$ cat src/rtl/cpu_pkg.sv
// Shared definitions for the 16-bit CPU control path: opcodes, instruction
// field positions, sequencer states and data width.
package cpu_pkg;

  localparam int unsigned DataW    = 16;
  localparam int unsigned InstrW   = 18;
  localparam int unsigned RegAddrW = 3;
  localparam int unsigned ImmW     = 9;

  localparam int unsigned OpMsb  = 17;
  localparam int unsigned OpLsb  = 15;
  localparam int unsigned RdMsb  = 14;
  localparam int unsigned RdLsb  = 12;
  localparam int unsigned Rs1Msb = 11;
  localparam int unsigned Rs1Lsb = 9;
  localparam int unsigned Rs2Msb = 8;
  localparam int unsigned Rs2Lsb = 6;
  localparam int unsigned ImmMsb = 8;
  localparam int unsigned ImmLsb = 0;

  typedef enum logic [2:0] {
    OpLoad    = 3'd0,
    OpAdd     = 3'd1,
    OpAddi    = 3'd2,
    OpSub     = 3'd3,
    OpSubi    = 3'd4,
    OpMul     = 3'd5,
    OpClear   = 3'd6,
    OpDisplay = 3'd7
  } opcode_e;

  typedef enum logic [1:0] {
    StIdle   = 2'd0,
    StDecode = 2'd1,
    StExec   = 2'd2,
    StWb     = 2'd3
  } state_e;

  function automatic logic [DataW-1:0] sext_imm(input logic [ImmW-1:0] imm);
    return {{(DataW - ImmW){imm[ImmW-1]}}, imm};
  endfunction

endpackage

$ cat src/rtl/module_control_unit_if.sv
// Instruction handshake, ALU operand/result and display signals of the
// control unit; slave is the control unit's view, master the environment's.
interface module_control_unit_if;
  import cpu_pkg::*;

  logic              instr_valid;
  logic [InstrW-1:0] instr;
  logic              instr_ready;
  logic [2:0]        alu_op;
  logic [DataW-1:0]  alu_a;
  logic [DataW-1:0]  alu_b;
  logic [DataW-1:0]  alu_result;
  logic              busy;
  logic              done;
  logic              disp_valid;
  logic [DataW-1:0]  disp_value;

  modport slave (
    input  instr_valid, instr, alu_result,
    output instr_ready, alu_op, alu_a, alu_b, busy, done, disp_valid, disp_value
  );

  modport master (
    output instr_valid, instr, alu_result,
    input  instr_ready, alu_op, alu_a, alu_b, busy, done, disp_valid, disp_value
  );

endinterface

$ cat src/rtl/module_regfile.sv
// General register file: two asynchronous read ports, one synchronous write
// port and a synchronous clear-all that takes priority over the write.
module module_regfile
  import cpu_pkg::*;
#(
  parameter int unsigned NRegs = 8
) (
  input  logic                clk,
  input  logic                rst_n,
  input  logic [RegAddrW-1:0] raddr_a_i,
  output logic [DataW-1:0]    rdata_a_o,
  input  logic [RegAddrW-1:0] raddr_b_i,
  output logic [DataW-1:0]    rdata_b_o,
  input  logic                we_i,
  input  logic [RegAddrW-1:0] waddr_i,
  input  logic [DataW-1:0]    wdata_i,
  input  logic                clear_i
);

  logic [DataW-1:0] regs_q [NRegs];

  always_ff @(posedge clk or negedge rst_n) begin
    if (!rst_n) begin
      for (int i = 0; i < NRegs; i++) regs_q[i] <= '0;
    end else if (clear_i) begin
      for (int i = 0; i < NRegs; i++) regs_q[i] <= '0;
    end else if (we_i) begin
      regs_q[waddr_i] <= wdata_i;
    end
  end

  assign rdata_a_o = regs_q[raddr_a_i];
  assign rdata_b_o = regs_q[raddr_b_i];

endmodule

$ cat src/rtl/module_control_unit.sv
// Multi-cycle sequencer: accepts one instruction, drives the external ALU,
// and writes results back into the register file it owns.
module module_control_unit
  import cpu_pkg::*;
#(
  parameter int unsigned MUL_LAT = 2,
  parameter int unsigned NREGS   = 8
) (
  input  logic                  clk,
  input  logic                  rst_n,
  module_control_unit_if.slave  bus
);

  state_e            state_q, state_d;
  logic [InstrW-1:0] instr_q, instr_d;
  logic [2:0]        alu_op_q, alu_op_d;
  logic [DataW-1:0]  alu_a_q, alu_a_d, alu_b_q, alu_b_d;
  logic [DataW-1:0]  result_q, result_d;
  logic [DataW-1:0]  disp_value_q, disp_value_d;
  logic [2:0]        cnt_q, cnt_d;

  opcode_e          op;
  logic [DataW-1:0] imm_ext, rdata_a, rdata_b, rf_wdata;
  logic             rf_we, rf_clear;

  assign op      = opcode_e'(instr_q[OpMsb:OpLsb]);
  assign imm_ext = sext_imm(instr_q[ImmMsb:ImmLsb]);

  module_regfile #(
    .NRegs (NREGS)
  ) u_regfile (
    .clk       (clk),
    .rst_n     (rst_n),
    .raddr_a_i (instr_q[Rs1Msb:Rs1Lsb]),
    .rdata_a_o (rdata_a),
    .raddr_b_i (instr_q[Rs2Msb:Rs2Lsb]),
    .rdata_b_o (rdata_b),
    .we_i      (rf_we),
    .waddr_i   (instr_q[RdMsb:RdLsb]),
    .wdata_i   (rf_wdata),
    .clear_i   (rf_clear)
  );

  always_comb begin
    state_d      = state_q;
    instr_d      = instr_q;
    alu_op_d     = alu_op_q;
    alu_a_d      = alu_a_q;
    alu_b_d      = alu_b_q;
    result_d     = result_q;
    disp_value_d = disp_value_q;
    cnt_d        = cnt_q;
    rf_we        = 1'b0;
    rf_clear     = 1'b0;
    rf_wdata     = result_q;

    unique case (state_q)
      StIdle: begin
        if (bus.instr_valid) begin
          instr_d = bus.instr;
          state_d = StDecode;
        end
      end
      StDecode: begin
        alu_op_d = instr_q[OpMsb:OpLsb];
        unique case (op)
          OpAdd, OpSub, OpMul, OpAddi, OpSubi: begin
            alu_a_d = rdata_a;
            alu_b_d = (op == OpAddi || op == OpSubi) ? imm_ext : rdata_b;
            cnt_d   = (op == OpMul) ? 3'(MUL_LAT) : 3'd1;
            state_d = StExec;
          end
          default: state_d = StWb;
        endcase
      end
      StExec: begin
        cnt_d = cnt_q - 3'd1;
        if (cnt_q <= 3'd1) begin
          result_d = bus.alu_result;
          state_d  = StWb;
        end
      end
      StWb: begin
        state_d = StIdle;
        unique case (op)
          OpLoad: begin
            rf_we    = 1'b1;
            rf_wdata = imm_ext;
          end
          OpClear:   rf_clear     = 1'b1;
          OpDisplay: disp_value_d = rdata_a;
          default:   rf_we        = 1'b1;
        endcase
      end
      default: state_d = StIdle;
    endcase
  end

  always_ff @(posedge clk or negedge rst_n) begin
    if (!rst_n) begin
      state_q      <= StIdle;
      instr_q      <= '0;
      alu_op_q     <= '0;
      alu_a_q      <= '0;
      alu_b_q      <= '0;
      result_q     <= '0;
      disp_value_q <= '0;
      cnt_q        <= '0;
    end else begin
      state_q      <= state_d;
      instr_q      <= instr_d;
      alu_op_q     <= alu_op_d;
      alu_a_q      <= alu_a_d;
      alu_b_q      <= alu_b_d;
      result_q     <= result_d;
      disp_value_q <= disp_value_d;
      cnt_q        <= cnt_d;
    end
  end

  assign bus.instr_ready = (state_q == StIdle);
  assign bus.busy        = (state_q != StIdle);
  assign bus.done        = (state_q == StWb);
  assign bus.disp_valid  = (state_q == StWb) && (op == OpDisplay);
  assign bus.alu_op      = alu_op_q;
  assign bus.alu_a       = alu_a_q;
  assign bus.alu_b       = alu_b_q;
  assign bus.disp_value  = disp_value_q;

endmodule

$ cat src/flat_wrapper.sv
// flat-port wrapper written by rule: the top's interface ports become plain ports
module module_control_unit_flat import cpu_pkg::*;
#(
  parameter int unsigned MUL_LAT = 2,
  parameter int unsigned NREGS   = 8
)
  (clk, rst_n, bus_instr_valid, bus_instr, bus_alu_result, bus_instr_ready, bus_alu_op, bus_alu_a, bus_alu_b, bus_busy, bus_done, bus_disp_valid, bus_disp_value);
  module_control_unit_if bus_i ();
  input  logic clk;
  input  logic rst_n;
  input wire logic [$bits(bus_i.instr_valid)-1:0] bus_instr_valid;
  input wire logic [$bits(bus_i.instr)-1:0] bus_instr;
  input wire logic [$bits(bus_i.alu_result)-1:0] bus_alu_result;
  output wire logic [$bits(bus_i.instr_ready)-1:0] bus_instr_ready;
  output wire logic [$bits(bus_i.alu_op)-1:0] bus_alu_op;
  output wire logic [$bits(bus_i.alu_a)-1:0] bus_alu_a;
  output wire logic [$bits(bus_i.alu_b)-1:0] bus_alu_b;
  output wire logic [$bits(bus_i.busy)-1:0] bus_busy;
  output wire logic [$bits(bus_i.done)-1:0] bus_done;
  output wire logic [$bits(bus_i.disp_valid)-1:0] bus_disp_valid;
  output wire logic [$bits(bus_i.disp_value)-1:0] bus_disp_value;
  assign bus_i.instr_valid = bus_instr_valid;
  assign bus_i.instr = bus_instr;
  assign bus_i.alu_result = bus_alu_result;
  assign bus_instr_ready = bus_i.instr_ready;
  assign bus_alu_op = bus_i.alu_op;
  assign bus_alu_a = bus_i.alu_a;
  assign bus_alu_b = bus_i.alu_b;
  assign bus_busy = bus_i.busy;
  assign bus_done = bus_i.done;
  assign bus_disp_valid = bus_i.disp_valid;
  assign bus_disp_value = bus_i.disp_value;
  module_control_unit #(.MUL_LAT(MUL_LAT), .NREGS(NREGS)) u_core (.clk(clk), .rst_n(rst_n), .bus(bus_i));
endmodule
$ cat config.mk
export PLATFORM = sky130hd
export DESIGN_NAME = module_control_unit_flat
export DESIGN_NICKNAME = d
export VERILOG_FILES = /design/src/rtl/cpu_pkg.sv /design/src/rtl/module_control_unit_if.sv /design/src/rtl/module_regfile.sv /design/src/rtl/module_control_unit.sv /design/src/flat_wrapper.sv
export SDC_FILE = /design/constraint.sdc
export NUM_CORES = 1
export LEC_CHECK = 0
export BUFFER_PORTS_ARGS = -buffer_cell sky130_fd_sc_hd__buf_4
export CORE_MARGIN = 4
export CORE_UTILIZATION = 35
export DETAILED_ROUTE_END_ITERATION = 8
export MAX_ROUTING_LAYER = met4
export SLEW_MARGIN = 20
export SYNTH_ARGS = -nofsm -noshare
export SYNTH_HDL_FRONTEND = slang
export SYNTH_SLANG_ARGS = --single-unit
$ cat constraint.sdc
create_clock -name clk -period 2 [get_ports clk]
set_input_delay 0.2 -clock clk [delete_from_list [all_inputs] [get_ports clk]]
set_output_delay 0.2 -clock clk [all_outputs]
set_load 0.05 [all_outputs]
==> metrics.txt <==
Least-Margin Pin Slew 0.5679 ns; Core Area 29870 um2; synthesis-to-finish area growth 23.61%; CP required 1.80 ns; total track usage 0.1885; sequential power share 0.325; status finished, final reports clean; internal power 14.33 mW; fmax 0.5297 GHz; Hold Violations, Final 0; minimum clock period 1.888 ns; Leak 5.637 nW; CP arrival 1.69 ns; ys flop type dfrtp_1; crit end category output port; die height 182.6 um; # clock sinks 218; chip width 182.6 um; total congestion overflow 0; # H-tree levels 1; Top delay family on crit path buffers and inverters; Initial Util 0.3570; vias per cell 5.680; layout cells sized above 1 0.3473; Post-Route Skew 0.008244 ns; TNS Setup 0 ns; power share of the combinational group 0.505; TritonCTS clock tree yes; Worst Path Max Fanout 17; initial antenna violation count 0; clk slew on worst S/H paths 0.06 ns; RSZ-0062 raised after global routing no; P_sw 10.16 mW; placer congestion estimate 0.7970; Final Cycle Share 0.9440; FF+latch count, synth 218; final net count 964; Fillers 2696; Synth top area share 0.5116; sw frac 0.4148; Post-synth EDFFs 0; average cell area after synthesis 13.71 um2; YS warnings 0; most frequent cell after synthesis dfrtp_1; Clk pwr share 0.170; library cells used by synthesis 45; Row Count 63; post-DP HPWL 19010 um; CP cell instances ha_4 > nand3_4 > buf_12 > inv_1 > buf_4; Syn Inst Count 778; Worst path slowest cell dfrtp_2; Longest Clk Path Bufs 3; slew margin rel. 0.6200; synth top area cells dfrtp_1, mux4_2, o2bb2ai_1; asr flop ratio synth 1.000; Synth area leader dfrtp_1; Routed Antenna Nets 0; Reg area 5463 um2; Clk Latency, worst-skew pair 0.51 ns; num ports 92; Crit path largest cell delay 0.41 ns; Hold Worst Slack 0.1215 ns; syn nets 822; Buf/Inv on CP 3; vias in the first global route 7833; startpoint types register; initial DRC count 622; Via Count 7514; Post-synth top cells dfrtp_1, o2bb2ai_1, mux4_2; kind of critical path register to output port; total routed wirelength 30600 um; mapped cell area 10660 um2; die area 33320 um2; DR WL/cell 23.13 um; # DRC 0; total power divided by cell area 1858 nW/um2; max cap viols 0; drt pass-1 iters 7; Worst VDD drop 0.5508 mV; root buffer cell clkbuf_16; Pins Over Slew Limit 0; Port Buffer Count 91; Hold Path Class input pin to register; # diodes 0; first-pass GRT wire length 47750 um; area of the multi-input gates 4758 um2; final-report setup violation count 0; TritonCTS buffer count 22; largest net degree at the start of global routing 60; register area share after synthesis 0.5116
## kinds of logic after synthesis
kind of cell,Yosys count,share of synthesized area
adders and majority gates,7,0.008213
AOI/OAI and AO/OA,235,0.1792
muxes,131,0.2069
xor gates and xnor gates,2,0.001643
and+or+nand+nor,102,0.04682
DFF,218,0.5116
buffers and inverters,83,0.04576
## sequential cells by signal (all words and copies together), names as in the netlist
name and cells:
u_core.bus.alu_a 16, u_core.bus.alu_b 16, u_core.bus.alu_op 3, u_core.bus.disp_value 16, u_core.cnt_q 3, u_core.instr_q 18, u_core.result_q 16, u_core.state_q 2
u_core.u_regfile.regs_q 128
## through the flow
step	setup slack [ns]	cell area, um2	std cells	utilization	total power, mW
after floorplan	0.1106	10670	778	-	16.21
after global placement	0.2057	12050	1249	0.4033	20.02
after detailed placement	0.1906	12050	1249	0.4033	20.19
after CTS	0.005704	13130	1321	0.4394	24.48
after global routing	0.02632	13180	1323	0.4412	25.88
final	0.1121	13180	1323	0.4412	24.49
## worst reg2reg max path, cell delays in order (launching register included)
cell and delay, ns:
dfrtp_2 0.45, buf_4 0.16, nor3_4 0.22, nand2_4 0.22
buf_4 0.29, a21oi_4 0.32, o2bb2ai_1 0.11
## cell type report
cell class,count,share of cell area
multi-input cells,477,0.3610
repair buffers,183,0.1280
flip-flops and latches,218,0.4144
clock buffers,33,0.05107
clock inverters,4,0.003417
well taps,390,0.03702
inverters,18,0.005126
## cells in the final DEF, fill, tap and decap left out, types with 12 or more instances in the layout
cell / instances
buf_4: 130
o2bb2ai_1: 128
buf_12: 16
dfrtp_1: 212
mux2i_1: 22
inv_1: 18
dlygate4sd3_1: 35
nand2_1: 50
o21ai_0: 50
a21oi_1: 12
mux2_2: 37
nor2_1: 16
mux4_2: 64
a21oi_4: 12
clkbuf_16: 24
## power by group through the flow
stage | clock (mW) | combinational [mW] | sequential (mW)
after floorplan | 0 | 7.53 | 8.68
after global placement | 0 | 12.1 | 7.91
after detailed placement | 0 | 12.3 | 7.93
after CTS | 4.23 | 12.3 | 7.91
after global routing | 4.41 | 13.3 | 8.22
final | 4.16 | 12.4 | 7.96
## routing by layer
layer | vias up | wire length [um] | global-route usage
met4 | 0 | 539 | 0.04113
met5 | - | 0 | -
met3 | 35 | 1798 | 0.02791
met1 | 3947 | 13340 | 0.2554
li1 | 3300 | - | -
met2 | 232 | 14920 | 0.3039
## path summary, 6_finish.rpt
kind | start | end | slack (ns) | cells after the start
worst max-delay path | u_core.state_q[0] | bus_disp_valid | 0.11 | 5
worst min-delay path | bus_instr_valid | u_core.state_q[0] | 0.12 | 4
worst min register to register | u_core.bus.disp_value[1] | u_core.bus.disp_value[1] | 0.48 | 2
worst max register to register | u_core.instr_q[16] | u_core.u_regfile.regs_q[74] | 0.11 | 6
max in group asynchronous | rst_n | u_core.u_regfile.regs_q[56] | 1.09 | 3
min in group asynchronous | rst_n | u_core.result_q[0] | 0.22 | 2
## what timing repair did
| action | 4_1_cts | 5_1_grt |
|---|---|---|
| hold buffers | 35 | 0 |
| endpoints found under the setup margin | 1 | 8 |
| cloned | 0 | 1 |
| endpoints found under the hold margin | 85 | 0 |
| resized for setup | 2 | 7 |
| buffers inserted | 0 | 1 |
Note: power is estimated with default switching activity, not from simulation.
